[config.mk]
export PLATFORM = sky130hd
export DESIGN_NAME = nx_boot_loader
export DESIGN_NICKNAME = d
export VERILOG_FILES = /design/src/rtl/nx_loader_pkg.sv /design/src/rtl/nx_boot_loader.sv
export SDC_FILE = /design/constraint.sdc
export NUM_CORES = 1
export LEC_CHECK = 0
export ABC_AREA = 1
export ABC_CLOCK_PERIOD_IN_PS = 1900
export BUFFER_PORTS_ARGS = -buffer_cell sky130_fd_sc_hd__buf_2
export CORE_AREA = 2 2 144 146
export DETAILED_ROUTE_END_ITERATION = 10
export DIE_AREA = 0 0 146 148
export PLACE_DENSITY = 0.76
export RECOVER_POWER = 100
export SYNTH_ARGS = -nofsm -noshare
export SYNTH_HDL_FRONTEND = slang
export SYNTH_SLANG_ARGS = --single-unit
export TNS_END_PERCENT = 20
[constraint.sdc]
create_clock -name clk -period 1.9 [get_ports clk]
set_input_delay 0.475 -clock clk [delete_from_list [all_inputs] [get_ports clk]]
set_output_delay 0.475 -clock clk [all_outputs]
set_load 0.02 [all_outputs]
[src/rtl/nx_loader_pkg.sv]
// Shared definitions for the boot loader.
//   - header target codes (bits [31:30] of a header word)
//   - loader FSM state encoding
//   - header field bit positions
package nx_loader_pkg;

  typedef enum logic [1:0] {
    TGT_INST = 2'b00,
    TGT_DATA = 2'b01,
    TGT_REG  = 2'b10,
    TGT_END  = 2'b11
  } tgt_e;

  typedef enum logic [2:0] {
    IDLE = 3'd0,
    HDR  = 3'd1,
    ADDR = 3'd2,
    DATA = 3'd3,
    DONE = 3'd4,
    ERR  = 3'd5
  } state_e;

  // Header layout: [31:30] target, [29:16] word count, [15:0] ignored.
  localparam int HDR_TGT_LSB = 30;
  localparam int HDR_CNT_LSB = 16;

endpackage

[src/rtl/nx_boot_loader.sv]
// Boot-time loader: consumes a 32-bit command stream (header / address /
// data words) and preloads instruction RAM, data RAM and register file, then
// releases the core reset once an END header is accepted.
//
// Ports:
//   clk, rst_n            clock, synchronous active-low reset
//   start                 begin a load session (pulse, honoured in IDLE/DONE/ERR)
//   cmd_valid/ready/data  command word handshake
//   inst_ram_*            instruction RAM write port (registered)
//   data_ram_*_initial    data RAM write port (registered)
//   regfile_*_initial     register file write port (registered, x0 suppressed)
//   core_rst_n            core reset, high only in DONE
//   busy / done / err     session status derived from the state register
module nx_boot_loader
  import nx_loader_pkg::*;
#(
  parameter int CNT_W    = 14,
  parameter int RAM_STEP = 4
) (
  input  logic        clk,
  input  logic        rst_n,
  input  logic        start,
  input  logic        cmd_valid,
  output logic        cmd_ready,
  input  logic [31:0] cmd_data,
  output logic        inst_ram_wen,
  output logic [31:0] inst_ram_waddr,
  output logic [31:0] inst_ram_wdata,
  output logic        data_ram_wen_initial,
  output logic [31:0] data_ram_waddr_initial,
  output logic [31:0] data_ram_wdata_initial,
  output logic        regfile_wen_initial,
  output logic [4:0]  regfile_waddr_initial,
  output logic [31:0] regfile_wdata_initial,
  output logic        core_rst_n,
  output logic        busy,
  output logic        done,
  output logic        err
);

  state_e             state_q, state_d;
  tgt_e               tgt_q, tgt_d;
  logic [CNT_W-1:0]   cnt_q, cnt_d;
  logic [31:0]        ptr_q, ptr_d;

  logic               iwen_q, iwen_d;
  logic [31:0]        iaddr_q, iaddr_d, idata_q, idata_d;
  logic               dwen_q, dwen_d;
  logic [31:0]        daddr_q, daddr_d, ddata_q, ddata_d;
  logic               rwen_q, rwen_d;
  logic [4:0]         raddr_q, raddr_d;
  logic [31:0]        rdata_q, rdata_d;

  logic               accept;
  tgt_e               hdr_tgt;
  logic [CNT_W-1:0]   hdr_cnt;

  assign cmd_ready = (state_q == HDR) || (state_q == ADDR) || (state_q == DATA);
  assign accept    = cmd_valid && cmd_ready;
  assign hdr_tgt   = tgt_e'(cmd_data[HDR_TGT_LSB +: 2]);
  assign hdr_cnt   = cmd_data[HDR_CNT_LSB +: CNT_W];

  always_comb begin
    state_d = state_q;
    tgt_d   = tgt_q;
    cnt_d   = cnt_q;
    ptr_d   = ptr_q;
    // strobes are single-cycle; addr/data hold unless a write is issued
    iwen_d  = 1'b0; iaddr_d = iaddr_q; idata_d = idata_q;
    dwen_d  = 1'b0; daddr_d = daddr_q; ddata_d = ddata_q;
    rwen_d  = 1'b0; raddr_d = raddr_q; rdata_d = rdata_q;

    unique case (state_q)
      IDLE: if (start) state_d = HDR;
      HDR: if (accept) begin
        if (hdr_tgt == TGT_END) state_d = DONE;
        else if (hdr_cnt != '0) begin
          tgt_d   = hdr_tgt;
          cnt_d   = hdr_cnt;
          state_d = ADDR;
        end
        // zero-count block: stay in HDR, next word is another header
      end
      ADDR: if (accept) begin
        if (tgt_q == TGT_REG) begin
          if (cmd_data[31:5] != '0) state_d = ERR;
          else begin
            ptr_d   = {27'd0, cmd_data[4:0]};
            state_d = DATA;
          end
        end else begin
          ptr_d   = cmd_data;
          state_d = DATA;
        end
      end
      DATA: if (accept) begin
        // register pointer walked past x31: reject the word, no write
        if (tgt_q == TGT_REG && ptr_q[31:5] != '0) state_d = ERR;
        else begin
          unique case (tgt_q)
            TGT_INST: begin iwen_d = 1'b1; iaddr_d = ptr_q; idata_d = cmd_data; end
            TGT_DATA: begin dwen_d = 1'b1; daddr_d = ptr_q; ddata_d = cmd_data; end
            default: begin
              // x0 writes consume the word but never strobe
              if (ptr_q[4:0] != 5'd0) begin
                rwen_d  = 1'b1;
                raddr_d = ptr_q[4:0];
                rdata_d = cmd_data;
              end
            end
          endcase
          ptr_d = (tgt_q == TGT_REG) ? ptr_q + 32'd1 : ptr_q + 32'(RAM_STEP);
          cnt_d = cnt_q - 1'b1;
          if (cnt_q == CNT_W'(1)) state_d = HDR;
        end
      end
      DONE, ERR: if (start) state_d = HDR;
      default: state_d = IDLE;
    endcase
  end

  always_ff @(posedge clk) begin
    if (!rst_n) begin
      state_q <= IDLE;
      tgt_q   <= TGT_INST;
      cnt_q   <= '0;
      ptr_q   <= '0;
      iwen_q  <= 1'b0; iaddr_q <= '0; idata_q <= '0;
      dwen_q  <= 1'b0; daddr_q <= '0; ddata_q <= '0;
      rwen_q  <= 1'b0; raddr_q <= '0; rdata_q <= '0;
    end else begin
      state_q <= state_d;
      tgt_q   <= tgt_d;
      cnt_q   <= cnt_d;
      ptr_q   <= ptr_d;
      iwen_q  <= iwen_d; iaddr_q <= iaddr_d; idata_q <= idata_d;
      dwen_q  <= dwen_d; daddr_q <= daddr_d; ddata_q <= ddata_d;
      rwen_q  <= rwen_d; raddr_q <= raddr_d; rdata_q <= rdata_d;
    end
  end

  assign inst_ram_wen           = iwen_q;
  assign inst_ram_waddr         = iaddr_q;
  assign inst_ram_wdata         = idata_q;
  assign data_ram_wen_initial   = dwen_q;
  assign data_ram_waddr_initial = daddr_q;
  assign data_ram_wdata_initial = ddata_q;
  assign regfile_wen_initial    = rwen_q;
  assign regfile_waddr_initial  = raddr_q;
  assign regfile_wdata_initial  = rdata_q;

  assign busy       = cmd_ready;
  assign done       = (state_q == DONE);
  assign err        = (state_q == ERR);
  assign core_rst_n = (state_q == DONE);

endmodule

Word-level counts from Yosys, hierarchy flattened
Index checks and enable logic that the tools add are counted.
Cells by class
  bitwise logic cells: 6
  reductions and logical operators: 23
  $add $sub $neg: 3
  eq/ne operators: 19
  muxes and demuxes: 27
Operators with widths (number)
  32-bit two-way mux: 6
  14-bit two-way mux: 5
  32-bit case mux with 2 select lines: 1
  27-bit nonzero test: 2
  32-bit by 1-bit adder with 32-bit output, second input constant: 1
  32-bit by 3-bit adder with 32-bit output, second input constant: 1
  3-bit two-way mux: 10
  14-bit case mux with 2 select lines: 1
  14-bit by 1-bit == test with 1-bit output, second input constant: 1
  14-bit nonzero test: 1
  14-bit by 1-bit subtractor with 14-bit output, second input constant: 1
  3-bit case mux with 4 select lines: 1
  4-bit AND reduction: 3
  6-bit AND reduction: 2
  2-bit != test, second input constant: 5
  5-bit AND reduction: 2
  3-bit by 2-bit == test with 1-bit output, second input constant: 2
  3-bit == test, second input constant: 2
  3-bit by 1-bit != test with 1-bit output, second input constant: 2
  1-bit NOT: 6
  6-bit OR reduction: 1
  5-bit nonzero test: 1
  2-bit == test, second input constant: 2
  2-bit by 1-bit != test with 1-bit output, second input constant: 2
  12 further kinds: 17
Storage, ports and cells
  logic and storage cells: 91
  bits in registers: 219
  bits of input ports: 36
  output and inout port bits: 173

Logic depth before layout (Yosys ltp)
Gate-level depths: netlist of the first run.
  depth in word-level cells: 6
  depth in mapped cells: 12
  gate-level depth less buffers: 12

Least setup slack after synthesis of the first run
Ideal clock, no wire load.
  path kind: register to register
  start: register ptr_q[2]
  end: register rdata_q[10], in the netlist regfile_wdata_initial[10]
  path buffers: 2
  required time: 1830 ps
  clock period less this slack: 1799 ps
  arrival: 1728 ps
  setup time: 70 ps
  cell stages (with the launch flop): 8
  setup slack: 101 ps
  path through: dfxtp_1 -> inv_1 -> ha_1 -> a31oi_1 -> clkbuf_1 -> clkbuf_1 -> nand3_1 -> a21oi_1
On the way
  word-level cells in the longest chain between the ends: 2
Ends and longest elaborated chain
  start, declared: RTL line nx_boot_loader.sv:44  | logic [31:0] ptr_q, ptr_d;
  start signal, assigned: RTL line nx_boot_loader.sv:135  | ptr_q <= ptr_d;
  5-bit nonzero test: RTL line nx_boot_loader.sv:105  | if (ptr_q[4:0] != 5'd0) begin
  5-bit AND reduction (no line)
  end signal, assigned: RTL line nx_boot_loader.sv:138  | rwen_q <= rwen_d; raddr_q <= raddr_d; rdata_q <= rdata_d;
  end, declared: RTL line nx_boot_loader.sv:52  | logic [31:0] rdata_q, rdata_d;
Every way passes these cells.
A chain may end at the register's enable or synchronous reset.

Worst setup path in the final report of the first run
  start: register state_q[0]
  end: output busy
On the way
  word-level cells in the longest chain between the ends: 3
  elaborated cells on any way between the ends: 5
  those cells by class: eq/ne: 3; reduce/logical: 2
Ends and longest elaborated chain
  start, declared: RTL line nx_boot_loader.sv:41  | state_e state_q, state_d;
  start signal, assigned: RTL line nx_boot_loader.sv:132  | state_q <= state_d;
  3-bit by 1-bit == test with 1-bit output / 3-bit by 2-bit == test with 1-bit output (equally long branches): RTL line nx_boot_loader.sv:58  | assign cmd_ready = (state_q == HDR) || (state_q == ADDR) || (state_q == DATA);
  1-bit logical OR: RTL line nx_boot_loader.sv:58
  1-bit logical OR *: RTL line nx_boot_loader.sv:58
  end, declared: RTL line nx_boot_loader.sv:36  | output logic busy,
Mark *: on every way between the ends. The rest lies on a longest branch, timed or not.

==> impl_results.md, run 1 <==
- Worst hold endpoint: regfile_wdata_initial[5]
- CP arrival: 1430 ps
- Most frequent cells in the layout: nor2_1, nand2_1, dfxtp_1
- Type of the worst setup path: reg -> out
- Drt wl/cell: 16.6 um
- Fin Setup TNS: -3.00 ps
- Worst r2r src: state_q[1]
- Final WL: 34100 um
- Syn-to-layout area delta: 30.2%
- Final Skew: roughly 17 ps
- Tcrit/Tclk final: 1.00
- Setup-failing EPs final: 1
- Initial antenna violation count: 1
- Clk network pwr share: 0.378
- Flop-to-flop setup slack: approximately 70 ps
- Die area: about 22000 um2
- Failing checks: setup timing
- Non-filler instance count after layout: 2047
- CTS root buf: clkbuf_16
- Worst VDD drop: slightly above 0.7 mV
- Critical-path maximum fanout: 5
- Pins Over Slew Limit: 0
- Synth warnings: 0
- Share of cells above drive strength 1: 0.147
- Power Dens Cells: just under 1000 nW/um2
- Synth Instances: between 1000 and 1500
- Worst hold slack: 242 ps
- Max-cap violations: 0
- Clk sinks: around 220
- # hold bufs at CTS: 0
- Hold depth: 3
- Final Net Count: 1804
- Area of the mapped netlist: about 9900 um2
- Die Width: 146 um
- Area post-placement: ~12000 um2
- Number of synthesized flops with an enable pin: 0
- Design area: approximately 13000 um2
- Core ar.: 20000 um2
- Sw Share: 0.309
- Total GRT Usage: 0.296
- Main area contributors after synthesis: dfxtp_1, nor2_1, nand2_1, a21oi_1, nand3_1
- CTS tree: done
- Delay of the slowest cell on the worst path: ~400 ps
- Initial Util: 0.494
- Distinct cell type count after synthesis: 32
- Hold Violations, Final: 0
- Worst-skew pair later-pin latency: approximately 520 ps
- DRT iter0 DRCs: between 800 and 900
- Gpl congestion: 0.940
- Net Sw Power: between 3 and 4 mW
- Pleak: 5.54 nW
- Largest net degree at the start of global routing: 108
- CP Capture Type: output port
- Syn_nets: ~1500
- Total CTS buffers: 24
- Slowest CP cell: dfxtp_2
- Sequential Power Share: 0.395
- I/O pin count: around 210
- Remaining routing DRC violations: 0
- Critical path startpoint category: register
- RSZ-0062 raised after global routing: yes
- Buf/Inv on CP: 2
- Combinational share of power: 0.227
- Yosys reg bits: ~220
- Reg clk slew, reported paths: 60 ps
- Filler cells: 1911
- Vias in the first global route: approximately 10000
- Dpl hpwl: roughly 24000 um
- Async SR Flop Fraction: 0
- Inst Count DP: 1995
- DRT Pass-1 Iters: 5
- Gr ovfl total: 0
- CP delay by family, top: flip-flops
- Mean Syn Cell Area: approximately 6.7 um2
- Max-Slew Margin vs Limit: 0.693
- Bufs on Longest Clock Path: 3
- Rows: 52
- Area leader, netlist: dfxtp_1
- Worst min path class: in -> reg
- Critical R2R Capture: inst_ram_wdata[30]
- Primary FF master, synth: dfxtp_1
- DR vias/cell: 5.33
- Worst Path Required: approximately 1400 ps
- Ant. Diodes: 0
- Run status: finished, violations left
- Port Buf Inserts: 208
- Reg2Reg Depth: 10
- Seq/Total Area, Yosys: 0.442
- Post-layout min period: roughly 1900 ps
- Fmax: ~0.53 GHz
- Remaining antenna violation count: 0
- Hold Startpoint: cmd_data[5]
- First-pass GRT wire length: 52000 um
- Top cell type's share of synthesized area: 0.442
- Worst-margin pin slew: 460 ps
- Final WS setup: -3.00 ps
- Internal power: 8.82 mW
- Design Power: approximately 13 mW
- CTS H-tree depth: 1
- Crit-path cells: inv_2 > a21oi_4 > buf_4
- Vias post-DR: roughly 11000
- Commonest non-fill, non-tap cell in the layout: nor2_1
- DIE HEIGHT: about 150 um
## metrics by stage
step / worst slack (ps) / utilization
after floorplan: 101 / -
after global placement: -31.3 / 0.602
after detailed placement: -80.6 / 0.602
after CTS: 2.70 / 0.645
after global routing: -49.8 / 0.644
final: -3.00 / 0.644
## synthesized netlist by cell type (2+ instances only)
cell and count:
nand2_2 2, buf_4 7, nor2_2 2, o22ai_1 2, xor2_1 6, ha_1 6, nand2_1 273, a31oi_1 2
dfxtp_1 219, nand3_2 2, nor2_1 302, o31ai_1 4, inv_2 7, nand4_1 9, a21oi_1 191, clkbuf_1 48
buf_1 4, buf_2 26, nor3_1 13, inv_1 101, o21ai_0 114, xnor2_1 2, nor2_4 2, nand3_1 119
## sequential cells by signal, indices dropped and copies added (netlist names)
name,cells
regfile_wdata_initial,32
data_ram_waddr_initial,32
data_ram_wen_initial,1
inst_ram_wen,1
ptr_q,32
inst_ram_waddr,32
data_ram_wdata_initial,32
regfile_wen_initial,1
cnt_q,14
regfile_waddr_initial,5
state_q,3
inst_ram_wdata,32
tgt_q,2
## power by group through the flow
stage / sequential (mW) / clock [mW] / combinational (mW)
6_report: 5.03 / 4.83 / 2.90
5_1_grt: 5.06 / 5.07 / 3.18
4_1_cts: 5.02 / 4.88 / 2.77
3_5_place_dp: 5.10 / 0 / 2.70
3_3_place_gp: 5.10 / 0 / 2.66
2_1_floorplan: 5.18 / 0 / 1.61
## timing repair
item,in CTS,in global routing
resized for setup,11,24
cloned,0,3
pin swaps,1,3
endpoints found under the setup margin,11,192
setup buffers,0,8
## routing by layer
| metal | GRT usage | vias up | part of all wire |
|---|---|---|---|
| met1 | 0.389 | 5069 | 0.42 |
| met2 | 0.491 | 427 | 0.47 |
| met3 | 0.0611 | 59 | 0.084 |
| met5 | 0 | - | 0.00038 |
| met4 | 0.0942 | 2 | 0.028 |
| li1 | - | 5351 | - |
## cell families (layout without fill, tap and decap cells)
| group | after synthesis | after routing | share of synthesized area |
|---|---|---|---|
| compound gates | 315 | 315 | 0.162 |
| flops | 219 | 219 | 0.442 |
| buf+inv | 194 | 500 | 0.0802 |
| fa+ha+maj | 6 | 6 | 0.00758 |
| xor+xnor | 8 | 8 | 0.00707 |
| simple gates | 729 | 729 | 0.301 |
## tightest hold or removal path: stages
cell,delay [ps]
buf_2,110
nand3_1,70
a21oi_1,60
## worst max path at each step
| stage | startpoint | end | slack (ps) | cells after the start |
|---|---|---|---|---|
| floorplan | ptr_q[2] | regfile_wdata_initial[10] | 100 | 7 |
| global placement | cmd_data[28] | cnt_q[10] | -30 | 11 |
| detailed placement | cmd_data[28] | cnt_q[13] | -80 | 11 |
| CTS | state_q[2] | core_rst_n | 3 | 4 |
| global route | state_q[0] | busy | -50 | 3 |
| finish | state_q[0] | busy | -3 | 3 |
## cell type report
class / instances / area, um2 / area share
multi-input combinational: 1058 / 4840 / 0.375
clock inverter: 6 / 86.3 / 0.00669
inverter: 108 / 410 / 0.0318
sequential: 219 / 4390 / 0.340
clock buffer: 35 / 733 / 0.0568
timing repair inverter: 1 / 7.51 / 0.000582
tap: 270 / 338 / 0.0262
timing repair buffer: 350 / 2100 / 0.162
No activity file was read; power rests on OpenSTA's default activity.
==> inputs of run 2 (changes only) <==
--- a/config.mk
+++ b/config.mk
@@ -6,12 +6,12 @@
 export NUM_CORES = 1
 export LEC_CHECK = 0
 export ABC_AREA = 1
-export ABC_CLOCK_PERIOD_IN_PS = 1900
+export ABC_CLOCK_PERIOD_IN_PS = 1950
 export BUFFER_PORTS_ARGS = -buffer_cell sky130_fd_sc_hd__buf_2
-export CORE_AREA = 2 2 144 146
+export CORE_AREA = 2 2 138 140
 export DETAILED_ROUTE_END_ITERATION = 10
-export DIE_AREA = 0 0 146 148
-export PLACE_DENSITY = 0.76
+export DIE_AREA = 0 0 140 142
+export PLACE_DENSITY = 0.79
 export RECOVER_POWER = 100
 export SYNTH_ARGS = -nofsm -noshare
 export SYNTH_HDL_FRONTEND = slang
==> constraint.sdc (replaced) <==
create_clock -name clk -period 1.95 [get_ports clk]
set_input_delay 0.4875 -clock clk [delete_from_list [all_inputs] [get_ports clk]]
set_output_delay 0.4875 -clock clk [all_outputs]
set_load 0.02 [all_outputs]
==> impl_results.md, run 2 (same netlist as run 1, synthesis figures left out) <==
- First-pass GRT wire length: a little over 50000 um
- CP delay by family, top: simple AND/OR/NAND/NOR gates
- Max-cap violations: 0
- Final Skew: 17.1 ps
- Most frequent cells in the layout: nor2_1, nand2_1, dfxtp_1
- Internal power: 8.56 mW
- Type of the worst setup path: reg -> reg
- Drt wl/cell: approximately 17 um
- Net Sw Power: between 3 and 4 mW
- Largest net degree at the start of global routing: 113
- Clk network pwr share: 0.377
- Clk sinks: about 220
- Worst Path Required: around 2400 ps
- Combinational share of power: 0.225
- DIE HEIGHT: between 100 and 150 um
- Remaining routing DRC violations: 9
- Pins Over Slew Limit: 0
- Run status: finished, violations left
- Worst min path class: in -> reg
- Total CTS buffers: 24
- Buf/Inv on CP: 3
- Syn-to-layout area delta: 28.3%
- Reg clk slew, reported paths: about 60 ps
- DR vias/cell: 5.43
- Bufs on Longest Clock Path: 3
- Inst Count DP: slightly below 2000
- CTS tree: done
- Power Dens Cells: 973 nW/um2
- Final WL: roughly 34000 um
- Critical-path maximum fanout: 17
- Commonest non-fill, non-tap cell in the layout: nor2_1
- Max-Slew Margin vs Limit: 0.622
- Sequential Power Share: 0.397
- Sw Share: 0.308
- Post-layout min period: approximately 1900 ps
- Dpl hpwl: 23700 um
- Failing checks: DRC
- Setup-failing EPs final: 0
- DRT Pass-1 Iters: 9
- CTS root buf: clkbuf_16
- # hold bufs at CTS: 0
- DRT iter0 DRCs: approximately 940
- Gpl congestion: 0.987
- Rows: 50
- Non-filler instance count after layout: 1996
- Port Buf Inserts: 208
- Worst hold slack: approximately 240 ps
- Hold Violations, Final: 0
- RSZ-0062 raised after global routing: yes
- Total GRT Usage: 0.322
- Pleak: ~5.4 nW
- Flop-to-flop setup slack: around 37 ps
- Worst-margin pin slew: ~570 ps
- Gr ovfl total: 0
- Slowest CP cell: dfxtp_1
- Initial antenna violation count: 0
- Die area: roughly 20000 um2
- Die Width: approximately 140 um
- CP arrival: ~2400 ps
- Initial Util: 0.537
- Critical path startpoint category: register
- Crit-path most repeated cell: nand3_2
- Remaining antenna violation count: 0
- Worst VDD drop: roughly 0.74 mV
- Ant. Diodes: 0
- I/O pin count: approximately 210
- Worst-skew pair later-pin latency: 530 ps
- Share of cells above drive strength 1: 0.138
- CTS H-tree depth: 1
- Vias post-DR: about 11000
- CP Capture Type: register
- Delay of the slowest cell on the worst path: roughly 330 ps
- Fmax: about 0.52 GHz
- Final Net Count: around 1800
- Tcrit/Tclk final: 0.981
- Crit-path cells: nor2_1 > nand3_1 > nor2_2 > nand3_2 > buf_4 > a21oi_4 > buf_6 > buf_12 > nand3_2 > a21oi_2
- Core ar.: between 15000 and 20000 um2
- Vias in the first global route: between 9000 and 10000
[run 2: cell count changes in the layout (fill, tap and decap cells not counted), sizes merged]
cell	change
buf	-13
clkinvlp	-2
bufinv	+1
clkbuf	-1
[run 2: cell type report]
type | instances | area (um2)
Timing Repair Buffer | 337 | 1980
Fill cell | 1681 | 5750
Clock buffer | 34 | 689
Tap cell | 234 | 293
Clock inverter | 6 | 105
Multi-Input combinational cell | 1058 | 4840
Sequential cell | 219 | 4400
Inverter | 108 | 407
[run 2: final timing paths]
kind	startpoint	endpoint	depth (start not counted)
worst max-delay path	ptr_q[31]	regfile_wdata_initial[2]	10
worst max register to register	ptr_q[31]	regfile_wdata_initial[2]	10
worst min register to register	regfile_wdata_initial[19]	regfile_wdata_initial[19]	2
worst min-delay path	cmd_data[4]	regfile_wdata_initial[4]	3
[run 2: tightest hold or removal path, delay by kind of cell]
kind                   cells  cell delay (ps)
buffers and inverters      1              100
AND/OR/NAND/NOR            1               70
AO/OA/AOI/OAI              1               60
[run 2: repair_timing]
item                                    CTS  global route
gates resized for setup                  19            22
endpoints found under the setup margin   37           151
gates cloned                              0             2
setup buffers                             1             5
pin swaps                                 1             6
endpoints found under the hold margin     0             0
[run 2: routing by layer]
metal | wire, um | GRT usage | share of wire
met3 | 2890 | 0.0707 | 0.086
met4 | 1140 | 0.113 | 0.034
met1 | 13900 | 0.413 | 0.41
met5 | 0 | 0 | 0
met2 | 15800 | 0.538 | 0.47
[run 2: power groups by stage]
stage / registers, mW / logic, mW / clock network [mW]
CTS: 4.90 / 2.69 / 4.72
global placement: 4.97 / 2.59 / 0
finish: 4.91 / 2.79 / 4.66
global route: 4.94 / 3.07 / 4.88
floorplan: 5.05 / 1.57 / 0
detailed placement: 4.98 / 2.62 / 0
[run 2: through the flow]
stage	area [um2]	utilization	power [mW]	setup slack [ps]	TNS (ps)
2_1_floorplan	9910	-	6.61	151	0
3_3_place_gp	11900	0.644	7.57	-22.4	-96.9
3_5_place_dp	11900	0.644	7.60	-55.5	-236
4_1_cts	12800	0.691	12.3	10.4	0
5_1_grt	12700	0.689	12.9	-50.3	-161
6_report	12700	0.689	12.4	36.9	0
